## src/rtl/four_phase_arbiter.sv

```systemverilog
// Two-client round-robin mutex arbiter with four-phase handshakes toward the
// clients and toward the downstream muller_c stage, plus saturating grant counters.
module four_phase_arbiter #(
    parameter int SYNC_STAGES = 2,
    parameter int CNT_W       = 8
) (
    input  logic             clk,
    input  logic             rst,
    input  logic             req0,
    input  logic             req1,
    output logic             ack0,
    output logic             ack1,
    output logic             gnt0,
    output logic             gnt1,
    output logic             res_req,
    input  logic             res_ack,
    output logic             busy,
    output logic [CNT_W-1:0] cnt0,
    output logic [CNT_W-1:0] cnt1
);

    typedef enum logic [2:0] {IDLE, GRANT, ACK, RELEASE, DONE} state_t;

    state_t                 state;
    logic                   last;
    logic                   sel;
    logic [SYNC_STAGES-1:0] req0_sync;
    logic [SYNC_STAGES-1:0] req1_sync;
    logic [SYNC_STAGES-1:0] ack_sync;
    logic                   req0_s;
    logic                   req1_s;
    logic                   res_ack_s;
    logic                   req_sel_s;
    logic                   pick;

    function automatic logic [CNT_W-1:0] sat_inc(input logic [CNT_W-1:0] v);
        return (&v) ? v : v + CNT_W'(1);
    endfunction

    assign req0_s    = req0_sync[SYNC_STAGES-1];
    assign req1_s    = req1_sync[SYNC_STAGES-1];
    assign res_ack_s = ack_sync[SYNC_STAGES-1];
    assign req_sel_s = sel ? req1_s : req0_s;

    // On a tie the client that did not win last time is chosen.
    always_comb begin
        pick = req1_s;
        if (req0_s && req1_s) pick = ~last;
    end

    always_ff @(posedge clk) begin
        if (rst) begin
            req0_sync <= '0;
            req1_sync <= '0;
            ack_sync  <= '0;
            state     <= IDLE;
            last      <= 1'b1;
            sel       <= 1'b0;
            ack0      <= 1'b0;
            ack1      <= 1'b0;
            gnt0      <= 1'b0;
            gnt1      <= 1'b0;
            res_req   <= 1'b0;
            busy      <= 1'b0;
            cnt0      <= '0;
            cnt1      <= '0;
        end else begin
            req0_sync <= {req0_sync[SYNC_STAGES-2:0], req0};
            req1_sync <= {req1_sync[SYNC_STAGES-2:0], req1};
            ack_sync  <= {ack_sync[SYNC_STAGES-2:0], res_ack};
            case (state)
                IDLE: begin
                    if (req0_s || req1_s) begin
                        sel     <= pick;
                        last    <= pick;
                        gnt0    <= ~pick;
                        gnt1    <= pick;
                        res_req <= 1'b1;
                        busy    <= 1'b1;
                        state   <= GRANT;
                    end
                end
                GRANT: begin
                    if (res_ack_s) begin
                        ack0  <= ~sel;
                        ack1  <= sel;
                        state <= ACK;
                    end
                end
                ACK: begin
                    if (!req_sel_s) begin
                        res_req <= 1'b0;
                        state   <= RELEASE;
                    end
                end
                RELEASE: begin
                    if (!res_ack_s) begin
                        ack0  <= 1'b0;
                        ack1  <= 1'b0;
                        state <= DONE;
                    end
                end
                DONE: begin
                    // Requests are not looked at here, guaranteeing an idle cycle between grants.
                    gnt0  <= 1'b0;
                    gnt1  <= 1'b0;
                    busy  <= 1'b0;
                    state <= IDLE;
                    if (sel) cnt1 <= sat_inc(cnt1);
                    else     cnt0 <= sat_inc(cnt0);
                end
                default: begin
                    busy  <= 1'b0;
                    state <= IDLE;
                end
            endcase
        end
    end

endmodule
```

## config.mk

```make
export PLATFORM = sky130hd
export DESIGN_NAME = four_phase_arbiter
export DESIGN_NICKNAME = d
export VERILOG_FILES = /design/src/rtl/four_phase_arbiter.sv
export SDC_FILE = /design/constraint.sdc
export NUM_CORES = 1
export LEC_CHECK = 0
export BUFFER_PORTS_ARGS = -buffer_cell sky130_fd_sc_hd__buf_2
export CAP_MARGIN = 20
export CORE_UTILIZATION = 50
export CTS_BUF_LIST = sky130_fd_sc_hd__clkbuf_2
export DETAILED_ROUTE_END_ITERATION = 12
export MAX_ROUTING_LAYER = met4
export PLACE_DENSITY = 0.73
export SYNTH_ARGS = -nofsm -noshare
export SYNTH_HDL_FRONTEND = slang
export SYNTH_SLANG_ARGS = --single-unit
```

## constraint.sdc

```tcl
create_clock -name clk -period 2.33 [get_ports clk]
set_input_delay 0.466 -clock clk [delete_from_list [all_inputs] [get_ports clk]]
set_output_delay 0.466 -clock clk [all_outputs]
set_load 0.01 [all_outputs]
```

# Word-level counts from Yosys, hierarchy flattened
# Cells that the tools add are included.
# Widths: inputs -> output; s select.
[classes] add_sub_neg=2 eq_ne=8 muxes=20 bitwise_logic=6 n_reduce_logical=17
[op_table] op="$add 8x1->8 const B" count=2
[op_table] op="$reduce_and 8->1" count=2
[op_table] op="$mux 3" count=4
[op_table] op="$pmux 1 s2" count=6
[op_table] op="$pmux 3 s4" count=1
[op_table] op="$reduce_and 3->1" count=4
[op_table] op="$mux 1" count=9
[op_table] op="$ne 2x2->1 const B" count=4
[op_table] op="$eq 3x2->1 const B" count=2
[op_table] op="$not 1->1" count=6
[op_table] op="$reduce_and 2->1" count=3
[op_table] op="$reduce_bool 2->1" count=3
[op_table] op="$reduce_and 4->1" count=1
[op_table] op="$eq 3x1->1 const B" count=1
[op_table] op="$eq 3x3->1 const B" count=1
[op_table] op="$logic_not 3->1" count=1
[op_table] op="$reduce_or 3->1" count=1
[op_table] op="$logic_and 1x1->1" count=1
[op_table] op="$logic_or 1x1->1" count=1
[word_totals] reg_bits=33 out_inout_bits=22 wordCells=67

# Depth between registers and ports, before layout
[depth] ltp_word=5 depth_mapped=6 mapped_depth_nobuf=5

# Worst setup path before layout
# OpenSTA, ideal clock, no wires.
[synth_path] path_kind="register to register" startpoint="reg state[0]" endpoint="reg cnt0[7]" t_arrival_ns=1.501 setup_slack_ns=0.758 stages_incl_launch_ff=6 path_buffers=1 period_less_slack_ns=1.572 path_cell_list="dfxtp_1 > buf_6 > nor4b_4 > o21ai_2 > or4_1 > a21oi_1"
[synth_via] elab_chain_len=2
[synth_rtl] element="start, declared" line_no="24" rtl="state_t state;"
[synth_rtl] element="start signal, assigned" line_no="56" rtl="state <= IDLE;"
[synth_rtl] element="start signal, assigned" line_no="80" rtl="state <= GRANT;"
[synth_rtl] element="start signal, assigned" line_no="87" rtl="state <= ACK;"
[synth_rtl] element="$eq 3x3->1" line_no="71" rtl="case (state)"
[synth_rtl] element="$reduce_and 3->1 (no line)"
[synth_rtl] element="end signal, assigned" line_no="110" rtl="else cnt0 <= sat_inc(cnt0);"
[synth_rtl] element="end, declared" line_no="18" rtl="output logic [CNT_W-1:0] cnt0,"
# No other way between the ends.
# A chain may end at the register's enable or synchronous reset.

# Final worst setup path
[layout_path] startpoint="reg state[1]" endpoint="reg cnt1[7]"
[layout_via] elab_chain_len=2
[layout_rtl] element="$eq 3x3->1" line_no="71"
[layout_rtl] element="$reduce_and 3->1 (no line)"
[layout_rtl] element="end signal, assigned" line_no="109" rtl="if (sel) cnt1 <= sat_inc(cnt1);"
[layout_rtl] element="end, declared" line_no="19" rtl="output logic [CNT_W-1:0] cnt1"
# No other way between the ends.

==> metrics <==
status=completed; Yosys reg bits=33; worst relative slew slack=50.85%; achievable frequency=535.8 MHz; final critical-path required period=1.866 ns; Detail Placement HPWL=1756 µm; Skew-Pair Late Insertion Delay=0.37 ns; Post-Synthesis Cell Area=1425 µm²; Die Wd=55.39 µm; sequential cell area fraction in the yosys report=46.36%; Post-Synthesis Cells=153; power per cell area=581.1 nW/µm²; clock root cell=clkbuf_2; n_diodes=0; Syn Area/Cell=9.314 µm²; proportion of layout cells with a drive suffix above 1=21.67%; grt total ovfl=0; Combinational Power Share=6.2%; Int Pwr=678.5 µW; Initial Utilization=55.02%; # DRC=0; clock share of power=29.1%; DRT Wirelength=2604 µm; CTS tree=yes; yosys warns=0; actual slew at the worst max-slew pin=0.7358 ns; setup TNS=0 ns; CTS Hold Bufs=0; Net Sw Power=244.9 µW; Routed Antenna Nets=0; row count=18; cell leakage power=0.0006477 µW; wire per inst=12.40 µm; WP data required=2.64 ns; TritonCTS buffer count=5; Placer Congestion=0.8277; worst flop-to-flop path startpoint=state[1]; Reg clk slew, reported paths=0.17 ns; critical path class=reg2reg; CTS H-tree depth=2; CORE AREA=2590 µm²; initial antenna violation count=0; min-delay worst type=in2reg; nets=186; Reg power frac=64.7%; ys flop type=dfxtp_1; Tcrit/Tclk final=80.10%; Peak VDD IR=0.6120 mV; die height=55.39 µm; overall routing resource usage=18.30%; Die ar.=3068 µm²; Critical Path Fanout Max=12; Sw Share=26.52%; Final Skew=0.01073 ns; largest net degree at the start of global routing=35; Ports=27; FILL cells=235; Max Slew Vio Count=0; endpoints failing setup=0; max_cap viols=0; CP Capture Type=flop; vias per cell=5.538; EDFF count, synth=0; final instance area=1589 µm²; drt pass-1 iters=4; layout overhead on the synthesized area=11.50%; RSZ-0062 raised after global routing=no; vias in the first global route=984; share of synthesized flip-flops with an asynchronous set or reset=0%; worst hold start=res_ack; Port Buffers=26; Post-CTS Setup Repair Bufs=0; Startpoint Class=flop; Critical Path Source=state[1]; clock sinks=33; syn_nets=160; Clock Path Buffers=2; CTS resizes=0; global-route wire length before repair=4284 µm; crit path DAT=2.18 ns; final-report hold violation count=0; library cells used by synthesis=40; drt initial violations=34; Placed Area=1546 µm²; Via Count=1163
## final timing paths
check	to	slack, ns	depth (start not counted)
max	cnt1[7]	0.46	4
min	ack_sync[0]	0.28	2
max reg2reg	cnt1[7]	0.46	4
min reg2reg	req1_sync[1]	0.46	1
## cell usage after synthesis, types with 2 or more instances
library cell	count	area share (%)
and3_1	3	1.3
buf_6	2	1.6
inv_1	3	0.79
clkbuf_1	3	0.79
dfxtp_1	33	46
nor2_1	12	3.2
or3_2	2	1.1
or3_1	2	0.88
nand2_1	9	2.4
nand4_1	3	1.3
ha_1	2	1.8
a21oi_1	11	3.9
nor3_1	4	1.4
nor2b_1	10	4.4
xor2_1	6	3.7
o21ai_0	7	2.5
nand3_1	8	2.8
o31ai_1	3	1.6
o211ai_1	2	1.1
mux2i_1	4	2.8
or4_1	5	2.6
## critical path, stage by stage (launching register included)
cell and delay, ns:
dfxtp_1 0.47, nand4bb_1 0.28, o21bai_1 0.36, or4_1 0.56, a21oi_1 0.15
## flip-flops by register name (all words and copies together) (netlist names)
| name | count |
|---|---|
| req0_sync | 2 |
| busy | 1 |
| req1_sync | 2 |
| ack1 | 1 |
| ack0 | 1 |
| last | 1 |
| res_req | 1 |
| sel | 1 |
| cnt1 | 8 |
| ack_sync | 2 |
| gnt1 | 1 |
| state | 3 |
| gnt0 | 1 |
| cnt0 | 8 |
## per-stage QoR
stage	setup slack (ns)	utilization, %	std cells	hold slack (ns)	power [µW]
floorplan	0.7584	-	153	0.4138	652.2
global placement	0.5928	59.71	202	0.4157	663.9
detailed placement	0.5252	59.71	202	0.4228	666.7
CTS	0.4666	61.35	210	0.2527	933.9
global route	0.2999	61.35	210	0.2733	961.0
finish	0.4636	61.35	210	0.2833	923.3
## cells by family (layout without fill, tap and decap cells)
| kind of cell | count (synthesis) | in the layout | share of synthesized area (%) |
|---|---|---|---|
| mux | 4 | 4 | 2.810 |
| simple gates | 66 | 66 | 27.22 |
| fa+ha+maj | 2 | 2 | 1.756 |
| xor+xnor | 7 | 7 | 4.302 |
| compound gates | 31 | 31 | 13.52 |
| flops | 33 | 33 | 46.36 |
| buf+inv | 10 | 37 | 4.038 |
## layout make-up
cell class	count	area [µm²]	share of cell area [%]
flip-flops and latches	33	660.6	41.57
inverters	3	11.26	0.7087
repair buffers	26	130.1	8.189
clock buffers	5	25.02	1.575
well taps	30	37.54	2.362
multi-input cells	110	706.9	44.49
clock inverters	3	17.52	1.102
## metal layers
metal	up-vias	routed length [µm]	GRT usage, %	share of wire [%]
li1	600	-	-	-
met1	533	1286	22.11	49
met5	-	0	-	0
met4	0	46	8.571	1.8
met3	6	91	4.918	3.5
met2	24	1179	28.40	45
## placed cells by master, fill, tap and decap left out, types with 6 or more instances in the layout
master   count
o21ai_0      7
nor2b_1     10
nand2_1      9
buf_2       26
nand3_1      8
xor2_1       6
nor2_1      12
a21oi_1     11
dfxtp_1     33
## power groups by stage
stage | Sequential (µW) | Clock [µW] | Combinational [µW]
2_1_floorplan | 605 | 0 | 47.1
3_3_place_gp | 608 | 0 | 55.9
3_5_place_dp | 609 | 0 | 57.5
4_1_cts | 598 | 279 | 57.4
5_1_grt | 601 | 296 | 64.0
6_report | 597 | 269 | 57.0
Power figures use the tool's default switching activity.
